<file path="src/rtl/rca_m_adder.sv">
// Registered M-bit ripple-carry adder: explicit full-adder chain, one-cycle
// latency, sum plus unsigned carry-out and two's-complement overflow flags.
module rca_m_adder #(
    parameter int WORD_WIDTH = 8
) (
    input  logic                  clk_i,
    input  logic                  rst_i,
    input  logic                  valid_i,
    input  logic                  c_i,
    input  logic [WORD_WIDTH-1:0] a_i,
    input  logic [WORD_WIDTH-1:0] b_i,
    output logic [WORD_WIDTH-1:0] r_o,
    output logic                  c_o,
    output logic                  v_o,
    output logic                  valid_o
);

    // Signed overflow: the MSB's carry-in and carry-out disagree.
    function automatic logic signed_ovf(input logic cin_msb, input logic cout_msb);
        return cin_msb ^ cout_msb;
    endfunction

    logic [WORD_WIDTH:0]   carry;
    logic [WORD_WIDTH-1:0] sum;
    logic                  ovf;

    assign carry[0] = c_i;

    for (genvar k = 0; k < WORD_WIDTH; k++) begin : g_fa
        assign sum[k]       = a_i[k] ^ b_i[k] ^ carry[k];
        assign carry[k+1]   = (a_i[k] & b_i[k]) | (carry[k] & (a_i[k] ^ b_i[k]));
    end

    // For WORD_WIDTH = 1 carry[0] is c_i, so this reduces to c_o ^ c_i.
    assign ovf = signed_ovf(carry[WORD_WIDTH-1], carry[WORD_WIDTH]);

    // ---- result register stage ----
    logic [WORD_WIDTH-1:0] r_q, r_d;
    logic                  c_q, c_d;
    logic                  v_q, v_d;
    logic                  valid_q, valid_d;

    always_comb begin
        r_d     = r_q;
        c_d     = c_q;
        v_d     = v_q;
        valid_d = 1'b0;
        if (valid_i) begin
            r_d     = sum;
            c_d     = carry[WORD_WIDTH];
            v_d     = ovf;
            valid_d = 1'b1;
        end
    end

    always_ff @(posedge clk_i) begin
        if (rst_i) begin
            r_q     <= '0;
            c_q     <= 1'b0;
            v_q     <= 1'b0;
            valid_q <= 1'b0;
        end else begin
            r_q     <= r_d;
            c_q     <= c_d;
            v_q     <= v_d;
            valid_q <= valid_d;
        end
    end

    assign r_o     = r_q;
    assign c_o     = c_q;
    assign v_o     = v_q;
    assign valid_o = valid_q;

endmodule

</file>
<file path="config.mk">
export PLATFORM = sky130hd
export DESIGN_NAME = rca_m_adder
export DESIGN_NICKNAME = d
export VERILOG_FILES = /design/src/rtl/rca_m_adder.sv
export SDC_FILE = /design/constraint.sdc
export NUM_CORES = 1
export LEC_CHECK = 0
export CAP_MARGIN = 20
export CORE_ASPECT_RATIO = 1.5
export CORE_MARGIN = 8
export CORE_UTILIZATION = 25
export CTS_BUF_LIST = sky130_fd_sc_hd__clkbuf_2 sky130_fd_sc_hd__clkbuf_4 sky130_fd_sc_hd__clkbuf_8
export DETAILED_ROUTE_END_ITERATION = 10
export GPL_TIMING_DRIVEN = 0
export MAX_ROUTING_LAYER = met4
export PLACE_DENSITY_LB_ADDON = 0.2
export SYNTH_ARGS = -nofsm -noshare
export SYNTH_HDL_FRONTEND = slang
export SYNTH_SLANG_ARGS = --single-unit
</file>
<file path="constraint.sdc">
create_clock -name clk_i -period 3.8 [get_ports clk_i]
set_input_delay 0.57 -clock clk_i [delete_from_list [all_inputs] [get_ports clk_i]]
set_output_delay 0.57 -clock clk_i [all_outputs]
set_load 0.02 [all_outputs]
</file>
-- Word-level counts from Yosys, hierarchy flattened
Index checks and enable logic that the tools add are counted.
- logic and storage cells: 46
- flip-flop bits (word level): 11
- input bits: 20
- bitwise gates (word level): 41
- multiplexer cells: 1
- operators with widths (operator ; number):
    1-bit bitwise XOR ; 17
    1-bit bitwise AND ; 16
    1-bit bitwise OR ; 8
    1-bit 2-to-1 mux ; 1

-- Longest topological paths before layout
Gate-level depths: netlist of the first run.
- depth in word-level cells: 18
- mapped depth: 13

-- Worst setup path before layout of the first run
Ideal clock, no wire load.
- kind: input to register
- start point: in a_i[0]
- end point: reg r_q[7] (netlist: r_o[7])
- setup slack: -0.091 ns
- data required time: 3.721 ns
- stages: 12
- setup time: 0.079 ns
- data arrival time: 3.812 ns
- cells stage by stage: fa_1 -> inv_1 -> fa_1 -> inv_1 -> fa_1 -> fa_1 -> fa_1 -> fa_1 -> fa_1 -> inv_1 -> fa_1 -> a211oi_2
- word-level cells in the longest chain between the ends: 16
- elaborated cells on any way between the ends: 17
- classes of those cells: bitwise (17)
- ends and longest elaborated chain (item ; line ; text):
    start: declaration ; 10 ; input logic [WORD_WIDTH-1:0] a_i,
    1-bit bitwise XOR ; 31 ; assign carry[k+1] = (a_i[k] & b_i[k]) | (carry[k] & (a_i[k] ^ b_i[k]));
    1-bit bitwise AND ; 31 ;
    1-bit bitwise OR (*) ; 31 ;
    1-bit bitwise AND (*) ; 31 ;
    1-bit bitwise OR (*) ; 31 ;
    1-bit bitwise AND (*) ; 31 ;
    1-bit bitwise OR (*) ; 31 ;
    1-bit bitwise AND (*) ; 31 ;
    1-bit bitwise OR (*) ; 31 ;
    1-bit bitwise AND (*) ; 31 ;
    1-bit bitwise OR (*) ; 31 ;
    1-bit bitwise AND (*) ; 31 ;
    1-bit bitwise OR (*) ; 31 ;
    1-bit bitwise AND (*) ; 31 ;
    1-bit bitwise OR (*) ; 31 ;
    1-bit bitwise XOR (*) ; 30 ; assign sum[k] = a_i[k] ^ b_i[k] ^ carry[k];
    end signal: assignment ; 63 ; r_q <= r_d;
    end: declaration ; 38 ; logic [WORD_WIDTH-1:0] r_q, r_d;
Every way passes the cells marked *; elsewhere a longest branch is shown, timed or not.
A chain may end at the register's enable or synchronous reset.

-- Worst setup path in the final report of the first run
- start point: in c_i
- end point: reg r_q[7] (netlist: r_o[7])
- word-level cells in the longest chain between the ends: 15
- ends and longest elaborated chain (item ; line ; text):
    start: declaration ; 9 ; input logic c_i,
    1-bit bitwise AND ; 31 ;
    1-bit bitwise OR ; 31 ;
    1-bit bitwise AND ; 31 ;
    1-bit bitwise OR ; 31 ;
    1-bit bitwise AND ; 31 ;
    1-bit bitwise OR ; 31 ;
    1-bit bitwise AND ; 31 ;
    1-bit bitwise OR ; 31 ;
    1-bit bitwise AND ; 31 ;
    1-bit bitwise OR ; 31 ;
    1-bit bitwise AND ; 31 ;
    1-bit bitwise OR ; 31 ;
    1-bit bitwise AND ; 31 ;
    1-bit bitwise OR ; 31 ;
    1-bit bitwise XOR ; 30 ;
Every way passes these cells.

==> results of run 1 <==
[sequential cells by signal, summed over array words and instances (netlist names)]
name	flops
valid_o	1
v_o	1
c_o	1
r_o	8
[critical path: stages]
cell	delay [ns]
dlygate4sd2_1	0.25
fa_2	0.35
inv_2	0.06
fa_1	0.14
inv_1	0.05
fa_2	0.35
fa_2	0.34
fa_2	0.36
fa_2	0.37
fa_2	0.36
inv_2	0.07
fa_1	0.42
a211oi_2	0.18
[repair_timing]
action / CTS / global route
pin swaps: 8 / 3
endpoints found under the setup margin: 2 / 2
gates resized for setup: 9 / 0
setup buffers: 1 / 0
[layer usage]
layer  up-vias  wire length (um)  global-route usage [%]
li1        227                 -                       -
met1       220               479                    6.20
met2        13               787                    11.9
met3         2                86                    4.00
met4         0                21                    4.95
met5         -                 0                       -
[stage by stage]
stage	hold WS, ns	cells	setup WS (ns)
finish	0.491	108	0.127
CTS	0.500	108	0.00849
global route	0.526	108	0.000111
floorplan	0.573	50	0.0380
global placement	0.475	103	-0.511
detailed placement	0.482	103	-0.536
[layout by cell type (no fill, tap or decap), types with 2 or more instances in the layout]
cell	netlist	routed
a211oi_2	3	3
inv_1	7	5
dlygate4sd2_1	0	2
fa_1	8	2
dfxtp_1	11	11
clkdlybuf4s50_1	0	27
clkbuf_4	0	4
nor2_1	9	9
mux2i_1	6	6
inv_2	0	2
fa_2	0	6
[logic make-up after synthesis]
group	after synthesis	synth area share, %
adders and majority gates	8	27.3
DFF	11	37.5
xor gates and xnor gates	1	1.49
buffers and inverters	9	7.25
muxes	6	10.2
and+or+nand+nor	11	8.53
AOI/OAI and AO/OA	4	7.68
[final timing paths]
| path | from | to | cells after the start |
|---|---|---|---|
| max reg2reg | v_o | v_o | 2 |
| min reg2reg | r_o[0] | r_o[0] | 2 |
| max | c_i | r_o[7] | 13 |
| min | r_o[0] | r_o[0] | 2 |
[final cells by class]
cell class,count,share of cell area (%)
Buffer,2,1.68
Clock buffer,4,3.11
Inverter,7,2.72
Multi-Input combinational cell,30,35.1
Sequential cell,11,22.8
Tap cell,23,2.98
Timing Repair Buffer,31,31.6
[where the power goes]
| group | internal (mW) | total, mW | switching [mW] |
|---|---|---|---|
| combinational | 0.0609 | 0.110 | 0.0486 |
| sequential | 0.127 | 0.132 | 0.00502 |
| clock | 0.0478 | 0.0882 | 0.0404 |
==> reports/results.ini, run 1 <==
[status]
status = finished clean

[synth]
synth-edff-count = 0
synth-seq-cells = 11
synth_cell_type_count = 12
ys_warn_count = 0
syn_area_per_cell_um2 = 11.7
ys_seq_area_share_pct = 37.5
synthTopCellsByCount = 11 x dfxtp_1, 9 x nor2_1, 8 x fa_1
synth_top_cell_area_share_pct = 37.5
async_flop_share_pct = 0
yosysTopAreaCell = dfxtp_1
ys_top_cells_by_area = dfxtp_1 38%, fa_1 27%, mux2i_1 10%, a211oi_2 6.4%, nor2_1 5.8%
syn_area_um2 = 587
syn_inst = 50
ys.flop_type = dfxtp_1
synthesis.nets = 78
synth.most_common_cell = dfxtp_1

[worst_setup_path]
critPathKind = in -> reg
rrSetupSlack_ns = 3.10
worst_setup_path_end_kind = register
crit_path_start_kind = input pin
crit_fanout = 2
cp.arrival_ns = 3.87
worstPathRequired_ns = 4.00

[detailed_routing]
drtPass1Iterations = 3
drtAntennaViolNets = 0
drc = 0
wl_per_cell_um = 12.7
drt-initial-drc-count = 2
wirelength_um = 1370
vias = 462
routed_via_density = 4.28

[timing]
period_share_pct = 96.7
setup_violations = 0
relSlewSlack_pct = 84.5
final-hold-violation-count = 0
setup_tns_ns = 0
tightest_slew_ns = 0.231
finClkSkew_ns = 0
slew_violations = 0
fmax_ghz = 0.272
fin_crit_ns = 3.67
rsz0062_at_grt = no

[power]
p_total_uw = 329
peakVddDrop_v = 0.000209
p_per_area_mw_per_mm2 = 341
power_leakage_nw = 0.406

[cells_and_area]
fin_util_pct = 43.2
syn_to_final_growth_pct = 64.6
insertedDiodeCount = 0
fillers = 220
layout-drive-gt1-share_pct = 22.4
nNetsFinal = 114
seq_area_um2 = 220
multiInputGateArea_um2 = 339
final_cell_area_um2 = 966

[floorplan]
pin_count = 31
dieArea_mm2 = 0.00419
initial_core_util_pct = 26.3
die_w_um = 55.6
rows = 21
die-height_um = 75.3
coreArea_mm2 = 0.00223

[cts]
path_clk_slew_ns = 0.07
ctsHoldBuffers = 0
cts_tree = yes
cts_root_buf = clkbuf_4
clk_latency_ns = 0.27
cts_max_level = 1
clkSinkCount = 11
cts_made_buffers = 3
cts_buffer_depth = 2

[global_route]
grt.total_usage_pct = 7.19
antenna_found_initial = 0
grt_pass1_wl_um = 2250
first_global_vias = 492
overflow = 0
grt_max_degree = 11

[job]
maxCapViolations = 0

[place]
placed_area_um2 = 923
port-buffer-count = 30
hpwl_um = 1150
gp_congestion = 0.662

[worst_hold_path]
hp-class = reg -> reg

No activity file was read; power rests on OpenSTA's default activity.
==> inputs of run 2 (changes only) <==
--- a/config.mk
+++ b/config.mk
@@ -6,7 +6,7 @@
 export NUM_CORES = 1
 export LEC_CHECK = 0
 export CAP_MARGIN = 20
-export CORE_ASPECT_RATIO = 1.5
+export CORE_ASPECT_RATIO = 1.75
 export CORE_MARGIN = 8
 export CORE_UTILIZATION = 25
 export CTS_BUF_LIST = sky130_fd_sc_hd__clkbuf_2 sky130_fd_sc_hd__clkbuf_4 sky130_fd_sc_hd__clkbuf_8
==> run 2 against run 1 <==
  * Register-to-register slack gained 0.02 ns
  * Flip-flop and latch count is the same
  * Worst hold slack lost 0.0021 ns
  * Fmax shrank 0.17%
  * Via count shrank 0.22%
  * Die area grew 0.70%
  * Core utilization shrank 0.60 points
  * Combinational power is essentially flat
  * First-iteration DRC count shrank 100%
  * Count of clock-buffer cells in the layout is the same
  * Design area grew 0.39%
  * Sequential power is essentially flat
  * Critical endpoint unchanged
  * Largest power group unchanged
==> reports/results.ini, run 2 (synthesis results as in run 1) <==
[place]
hpwl_um = 1190
gp_congestion = 0.655
port-buffer-count = 30

[floorplan]
initial_core_util_pct = 25.8
coreArea_mm2 = 0.00227
dieArea_mm2 = 0.00421
pin_count = 31
rows = 23
die_w_um = 52.6
die-height_um = 80.1

[worst_setup_path]
crit_fanout = 2
worstPathRequired_ns = 3.96
crit_path_start_kind = input pin
worst_setup_path_end_kind = register
cp.arrival_ns = 3.84
critPathKind = in -> reg

[power]
p_per_area_mw_per_mm2 = 378
power_leakage_nw = 0.404
peakVddDrop_v = 0.000151

[detailed_routing]
routed_via_density = 4.23
drt-initial-drc-count = 0
drtAntennaViolNets = 0
drc = 0
drtPass1Iterations = 1
wirelength_um = 1380
wl_per_cell_um = 12.7
vias = 461

[timing]
period_share_pct = 96.8
setup_violations = 0
fmax_ghz = 0.272
slew_violations = 0
hold_slack_ns = 0.489
final-hold-violation-count = 0
rsz0062_at_grt = no
tightest_slew_ns = 0.246
relSlewSlack_pct = 83.5
fin_crit_ns = 3.68
setup_tns_ns = 0
finClkSkew_ns = 0

[global_route]
grt.total_usage_pct = 7.57
overflow = 0
grt_max_degree = 11
antenna_found_initial = 0
grt_pass1_wl_um = 2290
first_global_vias = 535

[cells_and_area]
fillers = 239
multiInputGateArea_um2 = 342
layout_commonest_cell = clkdlybuf4s50_1
seq_area_um2 = 220
insertedDiodeCount = 0
nNetsFinal = 113
largest_register_ffs = 8
syn_to_final_growth_pct = 65.2
most-common-layout-cells = 27 x clkdlybuf4s50_1, 11 x dfxtp_1, 9 x nor2_1, 7 x fa_2, 6 x mux2i_1
layout-drive-gt1-share_pct = 27.4

[cts]
cts_tree = yes
path_clk_slew_ns = 0.05
clkSinkCount = 11
cts_made_buffers = 3
clk_latency_ns = 0.23
cts_buffer_depth = 2
ctsHoldBuffers = 0
post-cts-setup-buffer-count = 0
cts_root_buf = clkbuf_8
cts_max_level = 1

[status]
status = finished clean

[worst_hold_path]
hp-class = reg -> reg

[job]
maxCapViolations = 0

==> run 2: cell type report <==
class | count | share of cell area [%]
Multi-Input combinational cell | 30 | 35.2
Timing Repair Buffer | 30 | 29.4
Sequential cell | 11 | 22.7
Clock buffer | 4 | 5.03
Tap cell | 25 | 3.23
Inverter | 7 | 2.71
Buffer | 2 | 1.68
==> run 2: metrics by stage <==
| step | instances | total power [mW] | util [%] | cell area (um^2) | setup slack, ns |
|---|---|---|---|---|---|
| 4_1_cts | 109 | 0.374 | 42.7 | 970 | 0.0114 |
| 3_3_place_gp | 105 | 0.242 | 40.7 | 926 | -0.547 |
| 3_5_place_dp | 105 | 0.246 | 40.7 | 926 | -0.603 |
| 6_report | 109 | 0.366 | 42.7 | 970 | 0.121 |
| 2_1_floorplan | 50 | 0.189 | - | 594 | 0.0380 |
| 5_1_grt | 109 | 0.388 | 42.7 | 970 | 0.00337 |
==> run 2: path summary, 6_finish.rpt <==
check        startpoint     end  slack, ns  cells past startpoint
min reg2reg      r_o[4]  r_o[4]       0.49                      2
max reg2reg         v_o     v_o       3.12                      2
min              r_o[4]  r_o[4]       0.49                      2
max              a_i[0]  r_o[7]       0.12                     13
==> run 2: power breakdown <==
part / total [mW] / internal (mW) / switching [mW]
Combinational: 0.109 / 0.0600 / 0.0487
Clock: 0.125 / 0.0808 / 0.0442
Sequential: 0.132 / 0.127 / 0.00534
==> run 2: critical path, stage by stage <==
cell      delay [ns]
buf_2           0.11
fa_2            0.37
inv_2           0.07
fa_2            0.19
inv_2           0.04
fa_2            0.35
fa_2            0.37
fa_2            0.36
fa_2            0.37
fa_2            0.38
inv_2           0.07
fa_1            0.42
a211oi_2        0.17
==> run 2: per-layer routing <==
layer | global-route usage (%) | part of all wire [%]
met1 | 6.64 | 34
met2 | 12.8 | 56
met3 | 2.59 | 7.3
met4 | 5.47 | 2.7
met5 | - | 0
==> run 2: repair_timing <==
item                       CTS  global route
pin swaps                    9             2
gates cloned                 0             0
setup endpoints to repair    3             1
resized for setup           19             0
==> inputs of run 3 (changes only) <==
--- a/config.mk
+++ b/config.mk
@@ -14,6 +14,7 @@
 export GPL_TIMING_DRIVEN = 0
 export MAX_ROUTING_LAYER = met4
 export PLACE_DENSITY_LB_ADDON = 0.2
+export SETUP_SLACK_MARGIN = 0.4
 export SYNTH_ARGS = -nofsm -noshare
 export SYNTH_HDL_FRONTEND = slang
 export SYNTH_SLANG_ARGS = --single-unit
==> run 3 against run 2 <==
  * Sequential power is essentially flat
  * Global-route usage is 0.64 points lower
  * Clock skew unchanged
  * Non-clock buffer count grew 2
  * Critical path depth unchanged
  * Die area stayed put
  * Worst hold slack improved by 0.0070 ns
==> reports/results.ini, run 3 (synthesis results as in run 1) <==
[detailed_routing]
drtAntennaViolNets = 0
vias = 472
wl_per_cell_um = 12.1
drt-initial-drc-count = 5
drtPass1Iterations = 4
routed_via_density = 4.25
wirelength_um = 1350
drc = 0

[cts]
cts_made_buffers = 3
ctsHoldBuffers = 0
path_clk_slew_ns = 0.05
cts_tree = yes
cts_buffer_depth = 2
cts_max_level = 1
clk_latency_ns = 0.23
clkSinkCount = 11
cts_root_buf = clkbuf_8

[timing]
fin_crit_ns = 3.60
setup_violations = 0
rsz0062_at_grt = yes
final-hold-violation-count = 0
tightest_slew_ns = 0.240
slew_violations = 0
finClkSkew_ns = 0
relSlewSlack_pct = 84.0
fin_ws_ns = 0.196
fmax_ghz = 0.277
period_share_pct = 94.8

[floorplan]
initial_core_util_pct = 25.8
coreArea_mm2 = 0.00227
die_w_um = 52.6
die-height_um = 80.1
rows = 23
pin_count = 31
dieArea_mm2 = 0.00421

[global_route]
grt_max_degree = 11
grt.total_usage_pct = 6.93
first_global_vias = 490
overflow = 0
grt_pass1_wl_um = 2150
antenna_found_initial = 0

[cells_and_area]
nNetsFinal = 115
multiInputGateArea_um2 = 352
final_cell_area_mm2 = 0.00101
insertedDiodeCount = 0
seq_area_um2 = 220
layout_commonest_cell = clkdlybuf4s50_1
layout-drive-gt1-share_pct = 32.6
fillers = 227
syn_to_final_growth_pct = 72.3
most-common-layout-cells = 27 x clkdlybuf4s50_1, 11 x dfxtp_1, 9 x nor2_1, 8 x fa_2, 6 x mux2i_1
largest_register_ffs = 8

[worst_setup_path]
worst_setup_path_end_kind = register
critPathKind = in -> reg
rr_endpoint = v_o
worstPathRequired_ns = 3.95
path_cells = buf_6 > fa_2 > inv_2 > fa_2 > inv_2 > fa_2 > fa_2 > fa_2 > fa_2 > fa_2 > inv_2 > fa_2 > a211oi_2
crit_path_top_delay_cell = fa_2
reg2reg_depth = 2
r2r_start = v_o
cp.arrival_ns = 3.76
rrSetupSlack_ns = 3.11
crit_top_cell = fa_2
crit_path_start_kind = input pin
critPathTopFamily = adder cells
path_buf_inv = 4
max_stage_delay_ns = 0.42
crit_fanout = 2

[power]
p_int_uw = 274
pwr-share-clk_pct = 32.5
combPwrFrac_pct = 31.6
p_sw_share_pct = 25.7
power_leakage_nw = 0.423
peakVddDrop_v = 0.000218
p_sw_uw = 94.5
p_per_area_mw_per_mm2 = 364
power_frac_seq_pct = 35.9

[worst_hold_path]
hp-class = reg -> reg
whs_endpoint = r_o[3]
min_path_cells = 2
hp-start = r_o[3]

[place]
place_ws_ns = -0.429
gp_congestion = 0.652
hpwl_um = 1130
placed_area_um2 = 938
port-buffer-count = 30

[job]
maxCapViolations = 0

[status]
status = finished clean

run 3: cell types whose count changed in the layout (fill, tap and decap cells not counted):
cell	previous run	this run
inv_1	4	3
fa_1	1	0
xnor2_2	0	1
buf_6	1	4
buf_4	0	1
xnor2_1	1	0
buf_2	4	2
fa_2	7	8
inv_2	3	4
run 3: power by group through the flow:
| stage | clock, mW | sequential [mW] | combinational, mW |
|---|---|---|---|
| final | 0.120 | 0.132 | 0.116 |
| after global routing | 0.130 | 0.134 | 0.128 |
| after CTS | 0.126 | 0.132 | 0.120 |
| after detailed placement | 0 | 0.135 | 0.114 |
| after global placement | 0 | 0.134 | 0.112 |
| after floorplan | 0 | 0.149 | 0.0427 |
run 3: worst reg2reg max path: stages (launching register included):
cell and delay (ns):
dfxtp_1 0.30, nor3b_1 0.13, a21o_1 0.15
run 3: metal layers:
layer	wire (um)	share of wire [%]	GRT usage, %
met1	465	35	7.06
met2	762	57	11.0
met3	100	7.4	2.59
met4	17	1.3	3.91
met5	0	0	-
run 3: worst max-delay path by stage:
| stage | from | end | depth (start not counted) |
|---|---|---|---|
| after floorplan | a_i[0] | r_o[7] | 12 |
| after global placement | a_i[0] | r_o[7] | 13 |
| after detailed placement | a_i[0] | r_o[7] | 13 |
| after CTS | a_i[0] | r_o[7] | 13 |
| after global routing | b_i[0] | r_o[7] | 13 |
| final | b_i[0] | r_o[7] | 13 |
run 3: cell type report:
class	count	area share [%]
multi-input cells	30	34.8
repair buffers	32	31.3
flip-flops and latches	11	21.8
clock buffers	4	4.83
well taps	25	3.09
inverters	7	2.60
plain buffers	2	1.61
run 3: what timing repair did:
| item | 4_1_cts | 5_1_grt |
|---|---|---|
| pin swaps | 11 | 10 |
| gates resized for setup | 15 | 2 |
| buffers inserted | 2 | 0 |
| setup endpoints to repair | 4 | 4 |
run 3: through the flow:
stage / std cells / power [mW] / utilization (%) / hold slack [ns] / setup TNS [ns]
6_report: 111 / 0.368 / 44.5 / 0.496 / 0
5_1_grt: 111 / 0.392 / 44.5 / 0.524 / 0
4_1_cts: 111 / 0.379 / 44.2 / 0.500 / 0
3_5_place_dp: 105 / 0.248 / 41.3 / 0.487 / -0.824
3_3_place_gp: 105 / 0.246 / 41.3 / 0.473 / -0.748
2_1_floorplan: 50 / 0.191 / - / 0.573 / 0
